[src/rtl/ps2_pkg.sv]
// Shared types and byte constants for the PS/2 scan-code sequencer.
// The event's break flag is called "rel" because "release" is a reserved word.
package ps2_pkg;

  typedef enum logic [1:0] {
    ST_IDLE    = 2'd0,
    ST_EXT     = 2'd1,
    ST_BRK     = 2'd2,
    ST_EXT_BRK = 2'd3
  } dec_state_t;

  typedef struct packed {
    logic [7:0] code;
    logic       ext;
    logic       rel;
  } key_evt_t;

  localparam logic [7:0] CODE_E0     = 8'hE0;
  localparam logic [7:0] CODE_F0     = 8'hF0;
  localparam logic [7:0] CODE_ACK    = 8'hFA;
  localparam logic [7:0] CODE_BAT    = 8'hAA;
  localparam logic [7:0] CODE_LSHIFT = 8'h12;
  localparam logic [7:0] CODE_RSHIFT = 8'h59;
  localparam logic [7:0] CODE_CAPS   = 8'h58;

  // Keyboard housekeeping bytes that never become key events.
  function automatic logic is_filler(input logic [7:0] c);
    return (c == CODE_ACK) || (c == CODE_BAT) || (c == 8'h00) || (c == 8'hFF);
  endfunction

  function automatic logic is_prefix(input logic [7:0] c);
    return (c == CODE_E0) || (c == CODE_F0);
  endfunction

endpackage

[src/rtl/ps2_scancode_sequencer_if.sv]
// Byte-in / key-event-out bundle of the scan-code sequencer.
interface ps2_scancode_sequencer_if;
  logic [7:0] code;
  logic       code_valid;
  logic       code_error;
  logic [7:0] evt_code;
  logic       evt_ext;
  logic       evt_release;
  logic       evt_valid;
  logic       evt_ready;

  modport master (
    output code, code_valid, code_error, evt_ready,
    input  evt_code, evt_ext, evt_release, evt_valid
  );

  modport slave (
    input  code, code_valid, code_error, evt_ready,
    output evt_code, evt_ext, evt_release, evt_valid
  );
endinterface

[src/rtl/ps2_evt_fifo.sv]
// Show-ahead key-event FIFO; a push into a full FIFO is dropped unless a pop
// happens in the same cycle, and the drop is reported so the caller can flag it.
module ps2_evt_fifo
  import ps2_pkg::*;
#(
  parameter int DEPTH = 4
) (
  input  logic     clk,
  input  logic     rst_n,
  input  logic     push,
  input  key_evt_t push_evt,
  output logic     drop,
  output key_evt_t head,
  output logic     head_valid,
  input  logic     head_ready
);

  localparam int AW = $clog2(DEPTH);

  key_evt_t      mem [DEPTH];
  logic [AW:0]   wr_ptr;
  logic [AW:0]   rd_ptr;
  logic          empty;
  logic          full;
  logic          do_pop;
  logic          do_push;

  assign empty   = (wr_ptr == rd_ptr);
  assign full    = (wr_ptr[AW] != rd_ptr[AW]) && (wr_ptr[AW-1:0] == rd_ptr[AW-1:0]);
  assign do_pop  = head_ready && !empty;
  assign do_push = push && (!full || do_pop);
  assign drop    = push && full && !do_pop;

  always_ff @(posedge clk or negedge rst_n) begin
    if (!rst_n) begin
      wr_ptr <= '0;
      rd_ptr <= '0;
    end else begin
      if (do_push) wr_ptr <= wr_ptr + 1'b1;
      if (do_pop)  rd_ptr <= rd_ptr + 1'b1;
    end
  end

  always_ff @(posedge clk) begin
    if (do_push) mem[wr_ptr[AW-1:0]] <= push_evt;
  end

  // Head reads as zero while empty so the outputs are defined out of reset.
  assign head_valid = !empty;
  assign head       = empty ? '0 : mem[rd_ptr[AW-1:0]];

endmodule

[src/rtl/ps2_scancode_sequencer.sv]
// Decodes PS/2 prefix sequences into key events, tracks shift/caps state
// and queues events for a valid/ready consumer.
//
// state      | meaning
// -----------+-------------------------------------------
// ST_IDLE    | no prefix pending
// ST_EXT     | E0 seen, waiting for key byte or F0
// ST_BRK     | F0 seen, waiting for key byte
// ST_EXT_BRK | E0 F0 seen, waiting for key byte
module ps2_scancode_sequencer
  import ps2_pkg::*;
#(
  parameter int FIFO_DEPTH  = 4,
  parameter int TIMEOUT_CYC = 50000
) (
  input  logic                      clk,
  input  logic                      rst_n,
  ps2_scancode_sequencer_if.slave   bus,
  input  logic                      overflow_clr,
  output logic                      shift_held,
  output logic                      caps_lock,
  output logic                      overflow,
  output logic [7:0]                err_count
);

  localparam int             TW       = $clog2(TIMEOUT_CYC + 1);
  localparam logic [TW-1:0]  TMO_LAST = TW'(TIMEOUT_CYC - 1);

  dec_state_t    state;
  dec_state_t    state_nxt;
  logic [TW-1:0] tmo_cnt;
  logic          tmo_hit;
  logic          byte_ok;
  logic          code_err;
  logic          push;
  key_evt_t      push_evt;
  logic          fifo_drop;
  key_evt_t      head;
  logic          lshift;
  logic          rshift;
  logic          caps_armed;

  assign byte_ok  = bus.code_valid && !bus.code_error;
  assign code_err = bus.code_valid && bus.code_error;
  assign tmo_hit  = (state != ST_IDLE) && !bus.code_valid && (tmo_cnt == TMO_LAST);

  always_ff @(posedge clk or negedge rst_n) begin
    if (!rst_n) state <= ST_IDLE;
    else        state <= state_nxt;
  end

  always_comb begin
    state_nxt = state;
    if (code_err || tmo_hit) begin
      state_nxt = ST_IDLE;
    end else if (byte_ok) begin
      case (state)
        ST_IDLE: begin
          if (bus.code == CODE_E0)      state_nxt = ST_EXT;
          else if (bus.code == CODE_F0) state_nxt = ST_BRK;
        end
        ST_EXT: begin
          if (bus.code == CODE_F0)      state_nxt = ST_EXT_BRK;
          else if (bus.code != CODE_E0) state_nxt = ST_IDLE;
        end
        default: state_nxt = ST_IDLE;
      endcase
    end
  end

  always_comb begin
    push         = 1'b0;
    push_evt     = '0;
    push_evt.code = bus.code;
    if (byte_ok) begin
      case (state)
        ST_IDLE: push = !is_prefix(bus.code) && !is_filler(bus.code);
        ST_EXT: begin
          push         = !is_prefix(bus.code);
          push_evt.ext = 1'b1;
        end
        ST_BRK: begin
          push         = !is_prefix(bus.code);
          push_evt.rel = 1'b1;
        end
        default: begin
          push         = !is_prefix(bus.code);
          push_evt.ext = 1'b1;
          push_evt.rel = 1'b1;
        end
      endcase
    end
  end

  // Up-counter measuring silence after a prefix byte.
  always_ff @(posedge clk or negedge rst_n) begin
    if (!rst_n)                                             tmo_cnt <= '0;
    else if (state == ST_IDLE || bus.code_valid || tmo_hit) tmo_cnt <= '0;
    else                                                    tmo_cnt <= tmo_cnt + 1'b1;
  end

  // caps_armed remembers that the last caps event was a break, so held-key repeats don't toggle.
  always_ff @(posedge clk or negedge rst_n) begin
    if (!rst_n) begin
      lshift     <= 1'b0;
      rshift     <= 1'b0;
      caps_lock  <= 1'b0;
      caps_armed <= 1'b1;
    end else if (push && !push_evt.ext) begin
      case (push_evt.code)
        CODE_LSHIFT: lshift <= !push_evt.rel;
        CODE_RSHIFT: rshift <= !push_evt.rel;
        CODE_CAPS: begin
          if (push_evt.rel) begin
            caps_armed <= 1'b1;
          end else begin
            if (caps_armed) caps_lock <= !caps_lock;
            caps_armed <= 1'b0;
          end
        end
        default: ;
      endcase
    end
  end

  assign shift_held = lshift || rshift;

  always_ff @(posedge clk or negedge rst_n) begin
    if (!rst_n)            overflow <= 1'b0;
    else if (fifo_drop)    overflow <= 1'b1;
    else if (overflow_clr) overflow <= 1'b0;
  end

  always_ff @(posedge clk or negedge rst_n) begin
    if (!rst_n)                              err_count <= '0;
    else if (code_err && err_count != 8'hFF) err_count <= err_count + 8'd1;
  end

  ps2_evt_fifo #(
    .DEPTH (FIFO_DEPTH)
  ) u_fifo (
    .clk        (clk),
    .rst_n      (rst_n),
    .push       (push),
    .push_evt   (push_evt),
    .drop       (fifo_drop),
    .head       (head),
    .head_valid (bus.evt_valid),
    .head_ready (bus.evt_ready)
  );

  assign bus.evt_code    = head.code;
  assign bus.evt_ext     = head.ext;
  assign bus.evt_release = head.rel;

endmodule

[src/flat_wrapper.sv]
// flat-port wrapper written by rule: the top's interface ports become plain ports
module ps2_scancode_sequencer_flat import ps2_pkg::*;
#(
  parameter int FIFO_DEPTH  = 4,
  parameter int TIMEOUT_CYC = 50000
)
  (clk, rst_n, overflow_clr, shift_held, caps_lock, overflow, err_count, bus_code, bus_code_valid, bus_code_error, bus_evt_ready, bus_evt_code, bus_evt_ext, bus_evt_release, bus_evt_valid);
  ps2_scancode_sequencer_if bus_i ();
  input  logic clk;
  input  logic rst_n;
  input  logic overflow_clr;
  output logic shift_held;
  output logic caps_lock;
  output logic overflow;
  output logic [7:0] err_count;
  input wire logic [$bits(bus_i.code)-1:0] bus_code;
  input wire logic [$bits(bus_i.code_valid)-1:0] bus_code_valid;
  input wire logic [$bits(bus_i.code_error)-1:0] bus_code_error;
  input wire logic [$bits(bus_i.evt_ready)-1:0] bus_evt_ready;
  output wire logic [$bits(bus_i.evt_code)-1:0] bus_evt_code;
  output wire logic [$bits(bus_i.evt_ext)-1:0] bus_evt_ext;
  output wire logic [$bits(bus_i.evt_release)-1:0] bus_evt_release;
  output wire logic [$bits(bus_i.evt_valid)-1:0] bus_evt_valid;
  assign bus_i.code = bus_code;
  assign bus_i.code_valid = bus_code_valid;
  assign bus_i.code_error = bus_code_error;
  assign bus_i.evt_ready = bus_evt_ready;
  assign bus_evt_code = bus_i.evt_code;
  assign bus_evt_ext = bus_i.evt_ext;
  assign bus_evt_release = bus_i.evt_release;
  assign bus_evt_valid = bus_i.evt_valid;
  ps2_scancode_sequencer #(.FIFO_DEPTH(FIFO_DEPTH), .TIMEOUT_CYC(TIMEOUT_CYC)) u_core (.clk(clk), .rst_n(rst_n), .bus(bus_i), .overflow_clr(overflow_clr), .shift_held(shift_held), .caps_lock(caps_lock), .overflow(overflow), .err_count(err_count));
endmodule
[config.mk]
export PLATFORM = sky130hd
export DESIGN_NAME = ps2_scancode_sequencer_flat
export DESIGN_NICKNAME = d
export VERILOG_FILES = /design/src/rtl/ps2_pkg.sv /design/src/rtl/ps2_scancode_sequencer_if.sv /design/src/rtl/ps2_evt_fifo.sv /design/src/rtl/ps2_scancode_sequencer.sv /design/src/flat_wrapper.sv
export SDC_FILE = /design/constraint.sdc
export NUM_CORES = 1
export LEC_CHECK = 0
export BUFFER_PORTS_ARGS = -buffer_cell sky130_fd_sc_hd__buf_2
export CAP_MARGIN = 20
export CORE_ASPECT_RATIO = 1.1
export CORE_MARGIN = 10
export CORE_UTILIZATION = 35
export DETAILED_ROUTE_END_ITERATION = 16
export GPL_ROUTABILITY_DRIVEN = 0
export GPL_TIMING_DRIVEN = 1
export SLEW_MARGIN = 15
export SYNTH_ARGS = -nofsm -noshare
export SYNTH_HDL_FRONTEND = slang
export SYNTH_HIERARCHICAL = 1
export SYNTH_SLANG_ARGS = --single-unit
export TNS_END_PERCENT = 100
[constraint.sdc]
create_clock -name clk -period 3.4 [get_ports clk]
set_input_delay 0.34 -clock clk [delete_from_list [all_inputs] [get_ports clk]]
set_output_delay 0.34 -clock clk [all_outputs]
set_load 0.02 [all_outputs]
==> run_results.csv <==
group,metric,value,unit
worst_setup_path,required,3060,ps
clocking,clk_latency,350,ps
pwr,pwr-share-clk,0.222,
worst_setup_path,startpoint,"u_core/u_fifo/rd_ptr[0]",
pwr,combinationalPowerShare,0.330,
synth,synth_ff_type,"edfxtp_1",
sta,finalHoldViolations,0,
clocking,cts_tree,"built",
routing,drt_iter0_drc,80,
pwr,p_leak,1.52,nW
routing,ant_nets,0,
routing,route.detailed.drc,0,
place,io_buffers,35,
finish,utilization,0.410,
routing,dr.pass1.iters,4,
flow_run,drv_cap,0,
floorplan,dieHeight,126,um
synth,yosysSeqAreaShare,0.594,
floorplan,ios,36,
worst_setup_path,cpLargestDelayFamily,"flip-flops",
finish,layout.nets,334,
clocking,clock-sinks,77,
pwr,p_total,2.86,mW
global_routing,grt_pass1_vias,2182,
floorplan,fp-row-count,38,
worst_setup_path,regToRegStartpoint,"u_core/u_fifo/rd_ptr[0]",
clocking,numCtsBuffers,9,
finish,mostFrequentLayoutCell,"edfxtp_1",
synth,synth_seq_cells,77,
synth,syn_inst,271,
routing,vias,2199,
outcome,outcome,"finished, final reports clean",
synth,synth.top_cell.area_share,0.335,
synth,synthAdderAreaFrac,0.0244,
worst_setup_path,path_class,"reg2out",
worst_setup_path,crit_arrival,2160,ps
sta,fin_skew,5.17,ps
worst_setup_path,critPathSlowestCell,"dfrtp_1",
floorplan,initial_core_util,0.360,
sta,final.setup.worst_slack,898,ps
place,place_ws,1140,ps
clocking,h-tree-depth,3,
place,dp.cells,422,
synth,synth_area,0.00358,mm2
clocking,ctsLongestPathBuffers,2,
global_routing,antenna_found_initial,0,
sta,tightest_slew,855,ps
synth,ys_warn_count,6,
pwr,p_switching,1.05,mW
floorplan,core_area,0.00994,mm2
worst_setup_path,worst-path-buf-inv,2,
clocking,clk_pin_slew,80,ps
sta,timing.slew.headroom,0.430,
clocking,cts_resized,0,
synth,synth_compound_area_frac,0.0356,
worst_setup_path,cp_max_fo,13,
routing,routedWlPerCell,15.3,um
clocking,ctsRootBufferMaster,"clkbuf_8",
synth,async_reset_ff_frac,0.481,
synth,synth_nets,292,
worst_setup_path,cp-end-kind,"primary output",
pwr,internal-power,1.81,mW
sta,fmax,400,MHz
synth,synth_top_family_by_area,"simple AND/OR/NAND/NOR gates",
sta,fin_crit,2500,ps
synth,synth_area_leader_cell,"edfxtp_1",
finish,diodes,0,
floorplan,dieArea,0.0147,mm2
routing,via_per_inst,5.02,
sta,setup_viol,0,
pwr,swShare,0.367,
finish,drive_gt1_frac,0.245,
worst_setup_path,slowest_delay,840,ps
finish,instances_no_fill,438,
synth,synthSimpleGateAreaFrac,0.175,
place,dpl.hpwl,4840,um
global_routing,grt_use_total,0.0961,
routing,drt-total-wl,6720,um
synth,ys_types,49,
pwr,p_seq_frac,0.448,
pwr,ir_drop,0.214,mV
clocking,cts_hold_buf,0,
global_routing,grt_start_max_net_pins,38,
synth,avgSynthCellArea,13.2,um2
sta,fin_crit_sh,0.736,
synth,synth_edf_count,40,
synth,synth_mux_area_frac,0.0793,
clocking,post-cts-setup-buffer-count,0,
synth,synth_area_leaders,"edfxtp_1 (34%), dfrtp_1 (25%), mux4_2 (6.3%)",
global_routing,grt_pass1_wl,11200,um
synth,yosys.area_share.xor_xnor,0.0709,
worst_hold_path,hp-class,"in2async",
finish,final_cell_mix,"edfxtp_1 (40), dfrtp_1 (36), buf_2 (35)",
sta,fin_setup_tns,0,ps
sta,slew_viol_final,0,
floorplan,die_w,116,um
worst_setup_path,path_cells,"xor2_1 -> nor3_1 -> buf_4 -> nor2b_1 -> buf_2",
global_routing,grt_remaining_overflow,0,
pwr,p_per_area,702,mW/mm2
worst_setup_path,start_kind,"flop",
sta,rsz0062_at_grt,"no",
finish,syn_to_final_growth,13.7,%
power groups by stage:
stage          Clock (mW)  Sequential [mW]  Combinational (mW)
2_1_floorplan           0             1.27               0.684
3_3_place_gp            0             1.30               0.957
3_5_place_dp            0             1.31               0.966
4_1_cts             0.662             1.29               0.968
5_1_grt             0.702             1.31                1.04
6_report            0.636             1.28               0.943
sequential cells by signal, indices dropped and copies added (netlist names):
| name | flops |
|---|---|
| u_core/tmo_cnt | 16 |
| u_core/rshift | 1 |
| u_core/u_fifo/rd_ptr | 3 |
| u_core/u_fifo/mem | 40 |
| u_core/caps_lock | 1 |
| u_core/overflow | 1 |
| u_core/state | 2 |
| u_core/lshift | 1 |
| u_core/u_fifo/wr_ptr | 3 |
| u_core/caps_armed | 1 |
| u_core/err_count | 8 |
kinds of logic (layout without fill, tap and decap cells):
logic type / Yosys count / in the layout
flip-flops: 77 / 77
multiplexers: 15 / 15
AND/OR/NAND/NOR: 109 / 109
adder cells (fa/ha/maj): 7 / 7
buffers and inverters: 17 / 64
XOR/XNOR: 29 / 29
AO/OA/AOI/OAI: 17 / 17
path summary, 6_finish.rpt:
| path | depth (start not counted) | end | slack (ps) |
|---|---|---|---|
| worst max register to register | 3 | u_core/u_fifo/mem[0][8] | 1160 |
| worst min-delay path | 1 | u_core/tmo_cnt[1] | 100 |
| min in group clk | 3 | u_core/overflow | 260 |
| worst min register to register | 1 | u_core/caps_lock | 470 |
| max in group asynchronous | 1 | u_core/state[1] | 2770 |
| worst max-delay path | 5 | bus_evt_code[6] | 900 |
through the flow:
stage / area [um2] / hold slack (ps)
after floorplan: 3580 / 44.4
after global placement: 3890 / 455
after detailed placement: 3890 / 461
after CTS: 4070 / 144
after global routing: 4070 / 158
final: 4070 / 98.7
final cells by class:
class / count / area, um2
repair buffers: 36 / 183
fillers: 943 / 5870
flip-flops and latches: 77 / 2130
well taps: 120 / 150
multi-input cells: 177 / 1380
clock buffers: 9 / 124
inverters: 12 / 45.0
clock inverters: 7 / 60.1
worst reg2reg max path, cell delays in order (launching register included):
cell	delay [ps]
dfrtp_1	840
xor2_1	280
or4_4	510
and3_2	340
synth_stat cells (all sizes together), types with 4 or more instances:
cell    instances
edfxtp         40
dfrtp          36
nor2           23
xnor2          21
nand2          13
inv            12
nor4           12
nor2b          11
mux4           10
nand3           8
xor2            8
and3            7
ha              7
nor3            7
nand2b          5
nand4           5
mux2            4
o21ai           4
or3             4
routing by layer:
metal	global-route usage	part of all wire	vias to the layer above
li1	-	-	1070
met1	0.125	0.47	1078
met2	0.141	0.46	40
met3	0.0299	0.054	11
met4	0.0479	0.019	0
met5	0	0	-
(Power assumes the default switching activity.)
